===== src/rtl/fifo_rd_stream_adapter.sv =====
// Drains a synchronous FIFO into a valid/ready stream through a 3-entry buffer; fifo_rd_en -> m_valid is 2 cycles.
// m_ready low fills the buffer and then stops reads; STREAM_STATS_EN adds word_count and a sticky err_underflow.
module fifo_rd_stream_adapter #(
  parameter int FIFO_WIDTH = 16,
  parameter int PKT_LEN    = 8
`ifdef STREAM_STATS_EN
  ,
  parameter int CNT_WIDTH  = 16
`endif
) (
  input  logic                  clk,
  input  logic                  rst,
  input  logic                  en,
  input  logic                  fifo_empty,
  input  logic                  fifo_underflow,
  input  logic [FIFO_WIDTH-1:0] fifo_data_out,
  output logic                  fifo_rd_en,
  output logic                  m_valid,
  input  logic                  m_ready,
  output logic [FIFO_WIDTH-1:0] m_data,
  output logic                  m_last
`ifdef STREAM_STATS_EN
  ,
  output logic [CNT_WIDTH-1:0]  word_count,
  output logic                  err_underflow
`endif
);

  localparam int BW = (PKT_LEN > 1) ? $clog2(PKT_LEN) : 1;
  localparam logic [BW-1:0] BEAT_LAST = BW'(PKT_LEN - 1);

  logic [FIFO_WIDTH-1:0] mem_q [3];
  logic [1:0]            head_q, head_d;
  logic [1:0]            tail_q, tail_d;
  logic [1:0]            occ_q, occ_d;
  logic                  inflight_q;
  logic [BW-1:0]         beat_q, beat_d;
  logic [2:0]            occ_sum;
  logic                  capture;
  logic                  xfer;

  function automatic logic [1:0] ptr_inc(input logic [1:0] p);
    return (p == 2'd2) ? 2'd0 : p + 2'd1;
  endfunction

  // Space is judged on occupancy plus the read already in flight, so the
  // buffer never overflows and m_ready has no path to fifo_rd_en.
  always_comb begin
    occ_sum    = {1'b0, occ_q} + {2'b00, inflight_q};
    fifo_rd_en = !rst && en && !fifo_empty && (occ_sum < 3'd3);
    capture    = inflight_q && !fifo_underflow;
    m_valid    = (occ_q != 2'd0);
    xfer       = m_valid && m_ready;
    m_data     = mem_q[head_q];
    m_last     = m_valid && (beat_q == BEAT_LAST);

    occ_d  = occ_q;
    head_d = head_q;
    tail_d = tail_q;
    beat_d = beat_q;
    if (capture && !xfer) begin
      occ_d = occ_q + 2'd1;
    end else if (!capture && xfer) begin
      occ_d = occ_q - 2'd1;
    end
    if (capture) begin
      tail_d = ptr_inc(tail_q);
    end
    if (xfer) begin
      head_d = ptr_inc(head_q);
      beat_d = (beat_q == BEAT_LAST) ? '0 : beat_q + BW'(1);
    end
  end

  always_ff @(posedge clk or posedge rst) begin
    if (rst) begin
      mem_q[0]   <= '0;
      mem_q[1]   <= '0;
      mem_q[2]   <= '0;
      head_q     <= 2'd0;
      tail_q     <= 2'd0;
      occ_q      <= 2'd0;
      inflight_q <= 1'b0;
      beat_q     <= '0;
    end else begin
      if (capture) begin
        mem_q[tail_q] <= fifo_data_out;
      end
      head_q     <= head_d;
      tail_q     <= tail_d;
      occ_q      <= occ_d;
      inflight_q <= fifo_rd_en;
      beat_q     <= beat_d;
    end
  end

`ifdef STREAM_STATS_EN
  logic [CNT_WIDTH-1:0] word_count_q;
  logic                 err_q;

  always_ff @(posedge clk or posedge rst) begin
    if (rst) begin
      word_count_q <= '0;
      err_q        <= 1'b0;
    end else begin
      if (xfer) begin
        word_count_q <= word_count_q + CNT_WIDTH'(1);
      end
      if (inflight_q && fifo_underflow) begin
        err_q <= 1'b1;
      end
    end
  end

  assign word_count    = word_count_q;
  assign err_underflow = err_q;
`endif

endmodule


===== config.mk =====
export PLATFORM = sky130hd
export DESIGN_NAME = fifo_rd_stream_adapter
export DESIGN_NICKNAME = d
export VERILOG_FILES = /design/src/rtl/fifo_rd_stream_adapter.sv
export SDC_FILE = /design/constraint.sdc
export NUM_CORES = 1
export LEC_CHECK = 0
export CELL_PAD_IN_SITES_DETAIL_PLACEMENT = 1
export CELL_PAD_IN_SITES_GLOBAL_PLACEMENT = 1
export CORE_UTILIZATION = 45
export CTS_CLUSTER_DIAMETER = 100
export CTS_CLUSTER_SIZE = 16
export DETAILED_ROUTE_END_ITERATION = 16
export DONT_BUFFER_PORTS = 1
export PLACE_DENSITY = 0.82
export SLEW_MARGIN = 20
export SYNTH_ARGS = -nofsm -noshare
export SYNTH_HDL_FRONTEND = slang
export SYNTH_SLANG_ARGS = --single-unit

===== constraint.sdc =====
create_clock -name clk -period 3 [get_ports clk]
set_clock_uncertainty 0.15 [all_clocks]
set_input_delay 0.45 -clock clk [delete_from_list [all_inputs] [get_ports clk]]
set_output_delay 0.45 -clock clk [all_outputs]
set_load 0.02 [all_outputs]

==> impl_metrics.yaml <==
run_status:
  run_status: "finished clean"
yosys:
  synth_top_family_by_area: "multiplexers"
  yosys.area_share.simple_pct: 6.17
  synth_top_cells_by_count: "58 x dfrtp_1, 32 x mux2_2, 19 x mux2_4, 16 x mux2i_1, 16 x nand2_1"
  synth.net_count: 223
  synth.most_common_cell: "dfrtp_1"
  synth_area_leaders: "dfrtp_1 53%, mux2_2 13%, mux2_4 10%"
  synthCells: 196
  synth-compound-area-share_pct: 4.85
  post-synth-top-area-fraction_pct: 53.0
  dominantRegCellSynth: "dfrtp_1"
  ys_seq_elements: 58
  synth.yosys.seq_area_share_pct: 53.0
  synthesis.area_per_instance_um2: 14.0
  synthMuxAreaShare_pct: 29.4
  async_reset_ff_share_pct: 100
  yosys.area.top_type: "dfrtp_1"
  netlist-cell-type-count: 28
  yosys.area_share.xor_xnor_pct: 0.960
  synth.yosys.warnings: 0
  number_of_flops_mapped_to_enable_cells_by_yosys: 0
  yosys.area_share.adder_pct: 2.29
  cell_area_after_technology_mapping_um2: 2740
floorplanning:
  design.portCount: 41
  floorplan.rows: 28
  die_h_um: 80.0
  start_util_pct: 46.5
  die_area_um2: 6400
  floorplan.core_area_um2: 5890
  die_boundary_width_um: 80.0
critical_path:
  critical_path_required_ps: 2400
  cp-startpoint: "head_q[1]"
  path_class: "flop to output pin"
  worst_setup_path_end_kind: "output pin"
  r2r.worst_path.cells: 4
  worst-r2r-setup-slack_ps: 1100
  worst-path-max-fanout: 16
  crit_path_start_kind: "flop"
  critical_path_arrival_ps: 2060
  worst_r2r_startpoint: "occ_q[0]"
  critical_path.reg2reg.endpoint: "occ_q[1]"
clocking:
  cts_resized: 0
  post_cts_hold_buffer_count: 0
  clkLatencyLatePin_ps: 320
  tritoncts: "yes"
  cts_setup_buffers: 0
  cts_htree_levels: 3
  cts_max_path_buffers: 2
  clk_transition_reported_paths_ps: 60
  clock_sink_count: 58
  cts_root_buf: "clkbuf_8"
  cts_made_buffers: 9
global_routing:
  track_usage_pct: 18.2
  grt_max_degree: 59
  gr-usage-met1_pct: 23.2
  top_usage_layer: "met2"
  grt.met3_usage_pct: 5.03
  grt_pass1_wl_mm: 8.56
  grt_overflow_total: 0
  antenna_found_initial: 0
  grtUsageMet2_pct: 29.1
  grt_pass1_vias: 1690
placement:
  dp.final_hpwl_mm: 3.37
  placement.io_buffers: 0
  gp_routability_congestion: 0.650
layout:
  area.growth.synth_to_final_pct: 8.78
  layout.nets: 229
  drive_gt1_share_pct: 38.2
  diodes_inserted: 0
detailed_routing:
  drc: 0
  drt_pre_antenna_iters: 4
  via_per_inst: 5.44
  vias: 1533
  wl_per_cell_um: 18.3
  antenna_left: 0
  wirelength_mm: 5.16
  drt_first_iter_violations: 91
sta:
  rsz_0062_raised_after_global_routing: "false"
  slew-limit-headroom_pct: 49.6
  finalSetupViolations: 0
  fin_crit_sh_pct: 88.5
  setup-tns-final_ps: 0
  finalHoldViolations: 0
  period_minus_slack_ps: 2660
  achievable-frequency_ghz: 0.376
  tightest_slew_ps: 748
  final_max_slew_viol_count: 0
min_path:
  worstHoldPathType: "input port to async pin"
run:
  maxCapViolCount: 0
pwr:
  worst_vdd_drop_mv: 0.453
  fin_total_pwr_mw: 3.22
  powerDensity_nw_per_um2: 1080
  leakage_nw: 1.37
-- worst max path at each step --
stage / to / slack (ps) / cells after the start
floorplan: fifo_rd_en / 150 / 3
global placement: m_data[14] / 690 / 3
detailed placement: m_data[14] / 670 / 3
CTS: m_data[12] / 290 / 3
global route: m_data[12] / 170 / 3
finish: m_data[12] / 340 / 3
-- cells by family after synthesis --
group                    Yosys count
multiplexers                      67
flip-flops                        58
AND/OR/NAND/NOR                   28
AO/OA/AOI/OAI                     22
buffers and inverters             13
adder cells (fa/ha/maj)            5
XOR/XNOR                           3
-- sequential cells by signal, indices dropped and copies added (netlist names) --
name / cells
beat_q: 3
head_q: 2
inflight_q: 1
mem_q: 48
tail_q: 2
occ_q: 2
-- critical path, stage by stage (launching register included) --
cell	delay, ps
dfrtp_1	660
nor2b_1	630
nand2_1	130
o21ai_0	310
-- per-stage QoR --
stage               setup WS, ps  util [%]  cell area, um2  hold WS [ps]  cells
floorplan                    149         -            2740           330    196
global placement             687      47.5            2790           338    266
detailed placement           674      47.5            2790           343    266
CTS                          294      50.6            2980           101    282
global route                 168      50.6            2980           105    282
finish                       344      50.6            2980          83.3    282
-- cell usage in the layout (no fill, tap or decap) --
cell	synthesis	final
inv_1	2	1
a21oi_1	1	1
and2_1	1	1
nor3_4	1	1
ha_1	5	5
nand2_1	16	16
mux2i_1	16	16
xor2_1	2	2
mux2_2	32	32
clkinv_2	0	2
nor2b_1	1	1
nor3b_4	2	2
nor2_1	2	2
a21o_2	2	2
o21ai_0	8	8
clkbuf_8	0	12
buf_4	0	6
o21ai_1	1	1
inv_2	0	1
a21o_1	2	2
nand2b_4	1	1
or2_2	1	1
o22ai_1	8	8
nand3_1	1	1
xnor2_1	1	1
nor3_1	2	2
clkbuf_1	5	2
dfrtp_1	58	58
mux2_4	19	19
-- power breakdown --
group / total [mW] / internal, mW / switching [mW]
Clock: 0.656 / 0.365 / 0.290
Sequential: 1.40 / 1.15 / 0.255
Combinational: 1.16 / 0.552 / 0.608
Total: 3.22 / 2.06 / 1.15
-- area by class of cell --
cell class                 count  area (um2)
tap                           75        93.8
sequential                    58        1450
timing repair buffer           6        45.0
inverter                       2        7.51
clock buffer                  14         173
multi-input combinational    125        1200
fill                         604        2910
clock inverter                 2        10.0
-- layer usage --
layer | vias up | share of wire, %
li1 | 705 | -
met1 | 785 | 45
met2 | 35 | 49
met3 | 8 | 4.7
met4 | 0 | 1.3
met5 | - | 0
(Power assumes the default switching activity.)
